`config.mk`:
```
export PLATFORM = sky130hd
export DESIGN_NAME = q4_lsu
export DESIGN_NICKNAME = d
export VERILOG_FILES = /design/src/rtl/q4_lsu.sv
export SDC_FILE = /design/constraint.sdc
export NUM_CORES = 1
export LEC_CHECK = 0
export BUFFER_PORTS_ARGS = -buffer_cell sky130_fd_sc_hd__buf_2
export CORE_MARGIN = 1.5
export CORE_UTILIZATION = 52
export CTS_BUF_LIST = sky130_fd_sc_hd__clkbuf_2 sky130_fd_sc_hd__clkbuf_4 sky130_fd_sc_hd__clkbuf_8
export CTS_CLUSTER_DIAMETER = 120
export CTS_CLUSTER_SIZE = 20
export DETAILED_ROUTE_END_ITERATION = 10
export PLACE_DENSITY = 0.82
export SLEW_MARGIN = 15
export SYNTH_ARGS = -nofsm -noshare
export SYNTH_HDL_FRONTEND = slang
export SYNTH_SLANG_ARGS = --single-unit
```
`constraint.sdc`:
```
create_clock -name i_clk -period 2.5 [get_ports i_clk]
set_input_delay 0.125 -clock i_clk [delete_from_list [all_inputs] [get_ports i_clk]]
set_output_delay 0.125 -clock i_clk [all_outputs]
set_load 0.005 [all_outputs]
```
`src/rtl/q4_lsu.sv`:
```
// q4 load/store unit: turns load/store control into a req/gnt/rvalid data-bus
// transaction and returns aligned, extended load data to the q4q5 register.
module q4_lsu #(
    parameter int unsigned TIMEOUT_CYCLES = 255
) (
    input  logic        i_clk,
    input  logic        i_rst_n,
    input  logic        i_mem_read,
    input  logic        i_mem_write,
    input  logic [2:0]  i_funct3,
    input  logic [31:0] i_addr,
    input  logic [31:0] i_wdata,
    output logic [31:0] o_mem_rdata,
    output logic        o_stall,
    output logic        o_misaligned,
    output logic        o_bus_err,
    output logic        o_dbus_req,
    output logic        o_dbus_we,
    output logic [31:0] o_dbus_addr,
    output logic [31:0] o_dbus_wdata,
    output logic [3:0]  o_dbus_be,
    input  logic        i_dbus_gnt,
    input  logic        i_dbus_rvalid,
    input  logic [31:0] i_dbus_rdata
);
    localparam int CW = $clog2(TIMEOUT_CYCLES + 1);

    typedef enum logic [1:0] {IDLE, REQ, RESP, DONE} state_t;

    state_t        state, state_nxt;
    logic          access, is_byte, is_half, misalign, aligned_access;
    logic [3:0]    be_comb;
    logic [31:0]   wdata_comb;
    logic [29:0]   lat_addr;
    logic [1:0]    lat_off;
    logic [2:0]    lat_f3;
    logic          lat_we;
    logic [3:0]    lat_be;
    logic [31:0]   lat_wdata;
    logic [CW-1:0] cnt;
    logic          busy, timeout, resp_ok, timeout_fire;
    logic [31:0]   shifted, ld_fmt;

    assign access         = i_mem_read | i_mem_write;
    assign is_byte        = (i_funct3[1:0] == 2'b00);
    assign is_half        = (i_funct3[1:0] == 2'b01);
    assign misalign       = (is_half & i_addr[0]) | (i_funct3[1] & (i_addr[1:0] != 2'b00));
    assign aligned_access = access & ~misalign;
    assign o_misaligned   = access & misalign;

    always_comb begin
        be_comb    = 4'b1111;
        wdata_comb = i_wdata;
        if (is_byte) begin
            be_comb    = 4'b0001 << i_addr[1:0];
            wdata_comb = {4{i_wdata[7:0]}};
        end else if (is_half) begin
            be_comb    = i_addr[1] ? 4'b1100 : 4'b0011;
            wdata_comb = {2{i_wdata[15:0]}};
        end
    end

    // In IDLE the request goes out combinationally; afterwards the latched copy keeps it stable.
    assign o_dbus_addr  = (state == IDLE) ? {i_addr[31:2], 2'b00} : {lat_addr, 2'b00};
    assign o_dbus_we    = (state == IDLE) ? i_mem_write : lat_we;
    assign o_dbus_be    = (state == IDLE) ? be_comb : lat_be;
    assign o_dbus_wdata = (state == IDLE) ? wdata_comb : lat_wdata;

    assign busy         = (state == REQ) || (state == RESP);
    assign timeout      = busy && (cnt >= CW'(TIMEOUT_CYCLES - 1));
    assign resp_ok      = (state == RESP) && i_dbus_rvalid;
    assign timeout_fire = timeout && !resp_ok;

    always_comb begin
        state_nxt  = state;
        o_dbus_req = 1'b0;
        o_stall    = 1'b0;
        case (state)
            IDLE: begin
                if (aligned_access) begin
                    o_dbus_req = 1'b1;
                    o_stall    = 1'b1;
                    state_nxt  = i_dbus_gnt ? RESP : REQ;
                end
            end
            REQ: begin
                o_dbus_req = 1'b1;
                o_stall    = 1'b1;
                if (timeout)         state_nxt = DONE;
                else if (i_dbus_gnt) state_nxt = RESP;
            end
            RESP: begin
                o_stall = 1'b1;
                if (i_dbus_rvalid || timeout) state_nxt = DONE;
            end
            DONE:    state_nxt = IDLE;
            default: state_nxt = IDLE;
        endcase
    end

    assign shifted = i_dbus_rdata >> {lat_off, 3'b000};

    always_comb begin
        ld_fmt = shifted;
        case (lat_f3[1:0])
            2'b00:   ld_fmt = {{24{~lat_f3[2] & shifted[7]}}, shifted[7:0]};
            2'b01:   ld_fmt = {{16{~lat_f3[2] & shifted[15]}}, shifted[15:0]};
            default: ld_fmt = shifted;
        endcase
    end

    always_ff @(posedge i_clk or negedge i_rst_n) begin
        if (!i_rst_n) begin
            state       <= IDLE;
            cnt         <= '0;
            o_mem_rdata <= '0;
            o_bus_err   <= 1'b0;
            lat_addr    <= '0;
            lat_off     <= '0;
            lat_f3      <= '0;
            lat_we      <= 1'b0;
            lat_be      <= '0;
            lat_wdata   <= '0;
        end else begin
            state     <= state_nxt;
            o_bus_err <= timeout_fire;
            if (state == IDLE && aligned_access) begin
                lat_addr  <= i_addr[31:2];
                lat_off   <= i_addr[1:0];
                lat_f3    <= i_funct3;
                lat_we    <= i_mem_write;
                lat_be    <= be_comb;
                lat_wdata <= wdata_comb;
            end
            if (!busy)
                cnt <= '0;
            else if (cnt != CW'(TIMEOUT_CYCLES))
                cnt <= cnt + CW'(1);
            if (resp_ok && !lat_we)
                o_mem_rdata <= ld_fmt;
            else if (timeout_fire)
                o_mem_rdata <= '0;
        end
    end
endmodule

```
==> results of run 1 <==
-- worst reg2reg max path, cell delays in order, from the launching register on --
cell	delay, ps
dfrtp_1	410
inv_1	110
ha_4	300
and3_1	170
nor4b_1	430
nor2_2	70
buf_4	250
a221o_1	390
-- state kept, by name, indices dropped and copies added (netlist names) --
signal,count
lat_f3,3
o_bus_err,1
lat_be,4
lat_off,2
lat_wdata,32
cnt,8
lat_addr,30
o_mem_rdata,32
state,2
lat_we,1
-- cell families after synthesis --
group,count (synthesis),synth area share (%)
multiplexers,149,26.85
XOR/XNOR,1,0.1427
AO/OA/AOI/OAI,129,13.71
adder cells (fa/ha/maj),6,1.222
flip-flops,115,46.86
other,1,0.06107
AND/OR/NAND/NOR,100,7.681
buffers and inverters,49,3.464
-- report_power, final --
part / leakage, nW / total (mW) / switching (mW) / internal (mW)
clock: 0.226 / 1.86 / 0.762 / 1.09
combinational: 2.36 / 4.82 / 2.28 / 2.54
sequential: 1.42 / 3.25 / 0.552 / 2.70
-- layout make-up --
cell class / instances / area share (%)
multi-input combinational: 387 / 37.18
clock inverter: 10 / 1.552
inverter: 8 / 0.3617
clock buffer: 22 / 3.571
tap: 143 / 2.155
sequential: 115 / 34.66
timing repair buffer: 273 / 20.52
-- final timing paths --
check / depth (start not counted) / startpoint / to / slack, ps
hold reg to reg: 2 / lat_wdata[22] / lat_wdata[22] / 480
setup / recovery: 7 / state[0] / o_mem_rdata[24] / 250
hold / removal: 3 / i_wdata[22] / lat_wdata[22] / 30
min in group asynchronous: 2 / i_rst_n / o_mem_rdata[21] / 310
setup reg to reg: 7 / state[0] / o_mem_rdata[24] / 250
max in group asynchronous: 3 / i_rst_n / lat_addr[27] / 1420
-- through the flow --
| stage | std cells | setup WS (ps) | total power [mW] |
|---|---|---|---|
| 2_1_floorplan | 551 | 503.6 | 6.079 |
| 3_3_place_gp | 873 | 442.6 | 7.659 |
| 3_5_place_dp | 873 | 265.9 | 7.902 |
| 4_1_cts | 958 | 223.4 | 9.855 |
| 5_1_grt | 958 | 119.8 | 10.56 |
| 6_report | 958 | 250.9 | 9.926 |
-- per-layer routing --
| metal | part of all wire, % | vias up |
|---|---|---|
| met5 | 0 | - |
| met1 | 39 | 2671 |
| li1 | - | 2516 |
| met2 | 50 | 245 |
| met4 | 3.1 | 0 |
| met3 | 7.6 | 51 |
-- cells in the final DEF, fill, tap and decap left out, types with 2 or more instances in the layout --
cell,instances
nand4_1,2
nor3b_2,2
inv_1,8
conb_1,2
dfrtp_1,115
a31oi_1,4
buf_2,206
nor2_1,29
nor2b_1,4
nand2_1,44
a221o_1,15
buf_4,11
dlygate4sd3_1,53
mux2i_1,41
clkinv_2,6
a22o_1,9
a21oi_1,34
o22ai_1,3
nand3b_1,2
o21ai_0,42
buf_12,3
nor3_1,3
o2bb2ai_1,15
ha_1,5
nand3_1,2
clkbuf_8,21
mux2_2,106
nor3b_1,2
and3_1,2
mux4_2,2
bufinv_16,3
==> out/qor.csv, run 1 <==
stage,metric,value,unit
status,status,finished clean,
hold_path,Hold Path Class,input pin to register,
placed_design,RD Place Congestion,0.8500,
yosys,#FFs+latches synth,115,
timing,fmax,0.4446,GHz
cts,# resized after CTS,0,
yosys,Yosys cell types,45,
floorplan,Core Area,11470,sq um
cts,cell chosen for the clock root,clkbuf_8,
setup_path,WP buf/inv,2,
setup_path,Critical Path AT,2570,ps
power_and_ir_drop,Power Density,1195,nW/um^2
yosys,top-area cell type share of the netlist area,46.86,%
floorplan,die area,12470,sq um
setup_path,critical path cell sequence,"inv_1, ha_4, and3_1, nor4b_1, nor2_2, buf_4, a221o_1",
timing,final setup skew,12.58,ps
yosys,Syn Area/Cell,11.17,sq um
floorplan,IO Pins,210,
placed_design,DP Area,7347,sq um
yosys,Synth Instances,550,
grt,vias in the first global route,5635,
floorplan,Starting Density,53.55,%
setup_path,Setup CP Type,register to register,
setup_path,slowest CP cell,nor4b_1,
power_and_ir_drop,VDD IR-drop max,0.7668,mV
finish,area of the multi-input gates,3087,sq um
drt,1st-iter DRT viols,303,
finish,"Core Util, Final",72.41,%
floorplan,die width,111.7,microns
placed_design,IO Port Bufs,207,
finish,post-route cell area,8303,sq um
grt,M2 GR Usage,48.33,%
finish,area grow syn2layout,35.21,%
cts,Post-CTS Hold Buffers,53,
grt,most used routing layer,met2,
finish,sequential cell area,2878,sq um
timing,worst hold slack,28.90,ps
floorplan,# rows,39,
setup_path,nature of the critical path endpoint,register,
timing,fin crit period,2249,ps
grt,pin count of the biggest net entering global routing,81,
setup_path,CP top delay family,simple AND/OR/NAND/NOR gates,
cts,CTS Buf Count,17,
grt,first-pass GRT wire length,28390,microns
finish,layout cell share with drive strength beyond 1,45.15,%
finish,diode count,0,
grt,total grt overflow,0,
yosys,ranking of synthesized cells by instance count,"dfrtp_1 (115), mux2_2 (106), nand2_1 (44)",
cts,Worst-path clk slew,70,ps
timing,Hold Fails Final Rpt,0,
floorplan,Die H,111.7,microns
yosys,largest cells by area after synthesis,"dfrtp_1 (47%), mux2_2 (19%), mux2i_1 (6.7%)",
timing,RSZ-0062 raised after global routing,no,
setup_path,"Max FO, Critical Path",32,
setup_path,Max stage delay on crit path,430,ps
drt,Post-route DRC,0,
grt,M3 GR Usage,8.057,%
yosys,asr flop ratio synth,100.0,%
job,number of max-cap violations,0,
timing,Rel. slew slack,36.79,%
power_and_ir_drop,Static Leak,4.012,nW
finish,nets,913,
cts,Clock Latency Late Sink,440,ps
yosys,Post-synth EDFFs,0,
finish,fillers,766,
drt,drt total wl,17640,microns
yosys,sequential fraction of the synthesis area,46.86,%
yosys,post-synth top area cell,dfrtp_1,
cts,Post-CTS Setup Bufs,0,
yosys,Syn Std Cell Area,6141,sq um
setup_path,crit start category,register,
drt,post-route ant nets,0,
cts,CTS max path bufs,2,
drt,vias per cell,5.723,
cts,TritonCTS clock tree,done,
placed_design,hpwl dp,11610,microns
timing,setup violators final,0,
yosys,yosys warns,0,
grt,met1 Use GR,34.49,%
drt,routed len/inst,18.41,microns
timing,"Slew Viols, Final",0,
timing,Final Cycle Share,89.96,%
cts,number of H-tree levels,4,
setup_path,"Data required, critical path",2820,ps
cts,Num Clock Sinks,115,
timing,worst slew pin tran,944.7,ps
grt,initial antenna violation count,0,
grt,Tot GR Track Use,28.74,%
yosys,"count leader, synth",dfrtp_1,
timing,Setup TNS Final,0,ps
yosys,Synth Flop Type,dfrtp_1,
drt,TritonRoute pass-1 iters,5,
drt,detailed-route via count,5483,
(Power assumes the default switching activity.)
==> inputs of run 2 (changes only) <==
- ABC_AREA: unset -> 1
- REMOVE_ABC_BUFFERS: unset -> 1
==> run 2 against run 1 <==
Worst hold slack worse by 10 ps. Largest power group unchanged. Critical path depth stayed put. Critical endpoint is now o_dbus_wdata[6]. Core utilization is 2.1 points lower. Clock skew is 3.6 ps lower.
==> out/qor.csv, run 2 <==
stage,metric,value,unit,change
status,status,finished clean,,
yosys,yosys warns,0,,unchanged
power_and_ir_drop,total power,9.894,mW,-0.32%
yosys,Synth Instances,925,,+68%
finish,"commonest non-fill, non-tap cells in the layout","nand2_1 (381), buf_2 (206), o21ai_0 (117)",,
finish,"most common cell after layout, fill and taps aside",nand2_1,,
yosys,mux cell area share after synthesis,0,%,-27 points
grt,first-pass GRT wire length,30310,microns,+6.8%
timing,worst slew pin tran,678.8,ps,-265.9 ps
floorplan,die area,13140,sq um,+5.4%
placed_design,IO Port Bufs,207,,unchanged
yosys,post-synthesis adder-cell area fraction,1.158,%,-0.064 points
setup_path,RR Startpoint,state[0],,
timing,fin crit period,2275,ps,+26.26 ps
yosys,XOR/XNOR share of the synthesized area,0,%,-0.14 points
yosys,asr flop ratio synth,100.0,%,unchanged
yosys,"count leader, synth",nand2_1,,
setup_path,nature of the critical path endpoint,output port,,
floorplan,Die H,114.6,microns,+2.7%
cts,Num Clock Sinks,115,,unchanged
cts,Clock Latency Late Sink,450,ps,about the same
hold_path,WHS Endpoint,o_mem_rdata[1],,
grt,total grt overflow,0,,unchanged
timing,PnR worst setup slack,224.6,ps,-26.26 ps
setup_path,crit start category,register,,
finish,layout cell share with drive strength beyond 1,23.54,%,-22 points
finish,"Core Util, Final",70.27,%,-2.1 points
drt,vias per cell,5.174,,-9.6%
setup_path,"Max FO, Critical Path",78,,+140%
setup_path,WP buf/inv,4,,+2
yosys,sequential fraction of the synthesis area,44.40,%,-2.5 points
timing,final setup skew,9.012,ps,-3.570 ps
grt,vias in the first global route,6535,,+16%
floorplan,die width,114.6,microns,+2.7%
grt,Tot GR Track Use,29.33,%,+0.59 points
cts,CTS Buf Count,17,,unchanged
yosys,largest cells by area after synthesis,"dfrtp_1 (44%), nand2_1 (22%), o21ai_0 (9.0%)",,
timing,Hold Fails Final Rpt,0,,unchanged
floorplan,IO Pins,210,,unchanged
cts,TritonCTS clock tree,done,,
finish,nets,1266,,+39%
cts,number of H-tree levels,4,,unchanged
hold_path,hold path depth,5,,+2
hold_path,Hold Path Class,input pin to register,,
cts,CTS max path bufs,2,,unchanged
timing,Setup TNS Final,0,ps,unchanged
setup_path,Critical Path AT,2150,ps,-420 ps
setup_path,"Data required, critical path",2380,ps,-440 ps
power_and_ir_drop,Static Leak,4.690,nW,+17%
floorplan,Starting Density,53.73,%,+0.18 points
setup_path,CP top delay family,buffers and inverters,,
floorplan,# rows,40,,+2.6%
placed_design,RD Place Congestion,0.8102,,-4.7%
job,number of max-cap violations,0,,unchanged
timing,"Slew Viols, Final",0,,unchanged
grt,initial antenna violation count,1,,+1
setup_path,Setup CP Type,register to output port,,
setup_path,Max stage delay on crit path,400,ps,-30 ps
timing,worst hold slack,18.90,ps,-9.998 ps
yosys,Synth Flop Type,dfrtp_1,,
timing,Rel. slew slack,54.75,%,+18 points
yosys,Yosys cell types,34,,-24%
yosys,ranking of synthesized cells by instance count,"nand2_1 (381), o21ai_0 (117), dfrtp_1 (115)",,
drt,1st-iter DRT viols,613,,+100%
drt,routed len/inst,13.94,microns,-24%
hold_path,hold wc startpoint,i_dbus_rdata[1],,
timing,Final Cycle Share,91.01,%,+1.1 points
timing,RSZ-0062 raised after global routing,no,,
yosys,fraction of the mapped netlist area in compound gates,16.37,%,+2.7 points
power_and_ir_drop,Power Density,1167,nW/um^2,-2.4%
drt,TritonRoute pass-1 iters,5,,unchanged
yosys,Syn Std Cell Area,6481,sq um,+5.5%
cts,cell chosen for the clock root,clkbuf_8,,
power_and_ir_drop,VDD IR-drop max,0.6297,mV,-18%
timing,fmax,0.4395,GHz,-1.2%
setup_path,critical path cell sequence,"inv_1, ha_2, inv_2, buf_6, nand2_1, o21ai_0, buf_2",,
drt,detailed-route via count,6918,,+26%
setup_path,Reg2Reg Setup Slack,510,ps,+260 ps
yosys,area share of and/or/nand/nor cells after synthesis,27.92,%,+20 points
placed_design,hpwl dp,11900,microns,+2.4%
drt,Post-route DRC,0,,unchanged
finish,area grow syn2layout,30.77,%,
setup_path,Reg2Reg Capture Point,o_mem_rdata[18],,
yosys,Syn Area/Cell,7.007,sq um,-37%
placed_design,pre-CTS WS,339.1,ps,+73.29 ps
floorplan,Core Area,12060,sq um,+5.2%
timing,setup violators final,0,,unchanged
drt,drt total wl,18630,microns,+5.7%
drt,post-route ant nets,0,,unchanged
cts,Worst-path clk slew,70,ps,about the same
setup_path,path depth of the worst reg2reg path,10,,+3
grt,pin count of the biggest net entering global routing,79,,-2.5%
yosys,largest family of logic cells by synthesized area,simple AND/OR/NAND/NOR gates,,
finish,leading registers by flop count,"lat_wdata x32, o_mem_rdata x32, lat_addr x30",,
setup_path,slowest CP cell,dfrtp_1,,
yosys,post-synth top area cell,dfrtp_1,,
yosys,top-area cell type share of the netlist area,44.40,%,-2.5 points
yosys,#FFs+latches synth,115,,unchanged
yosys,Post-synth EDFFs,0,,unchanged
## run 2: power by group
part | leakage (nW) | internal [mW] | switching [mW]
sequential | 1.45 | 2.66 | 0.413
clock | 0.239 | 1.28 | 0.773
combinational | 3.00 | 1.84 | 2.93
total | 4.69 | 5.78 | 4.11
## run 2: per-stage QoR
step                      cell area, sq um  std cells
final                                 8476       1337
after global placement                7565       1261
after global routing                  8476       1337
after floorplan                       6181        870
after CTS                             8466       1336
after detailed placement              7565       1261
## run 2: metal layers
metal	GRT usage (%)	vias to the layer above	wire length [microns]	share of wire, %
met4	13.25	0	570	3.1
met5	0	-	0	0
li1	-	3378	-	-
met1	36.74	3130	7693	41
met3	7.041	53	1594	8.6
met2	48.22	357	8774	47
## run 2: final cells by class
| cell class | count | area [sq um] |
|---|---|---|
| fillers | 988 | 3586 |
| multi-input cells | 663 | 2955 |
| flip-flops and latches | 115 | 2878 |
| repair buffers | 266 | 1609 |
| inverters | 92 | 352.8 |
| clock buffers | 22 | 290.3 |
| well taps | 168 | 210.2 |
| clock inverters | 10 | 177.7 |
| diodes | 1 | 2.502 |
## run 2: how the worst max path moves through the flow
stage / startpoint / endpoint / slack, ps / cells after the start
finish: state[0] / o_dbus_wdata[6] / 220 / 7
global route: state[0] / o_dbus_wdata[6] / 120 / 7
CTS: i_funct3[0] / o_dbus_req / 120 / 10
detailed placement: state[0] / lat_addr[14] / 340 / 8
global placement: state[0] / lat_addr[18] / 430 / 8
floorplan: state[0] / o_stall / -2330 / 6
## run 2: worst min-delay path, delay by kind of cell
family,cells,cell delay (ps)
AOI/OAI and AO/OA,2,110
buffers and inverters,1,90
and+or+nand+nor,2,100
## run 2: cell families (layout without fill, tap and decap cells)
logic type	count (synthesis)	count (layout)
simple gates	448	448
compound gates	207	207
buf+inv	148	390
flops	115	115
fa+ha+maj	6	6
other cells	1	3
## run 2: timing repair
action                                  CTS  global route
hold buffers                             43             0
endpoints found under the hold margin    79             0
endpoints found under the setup margin    1             8
gates resized for setup                   1             2
gates cloned                              0             0
buffers inserted                          0             0
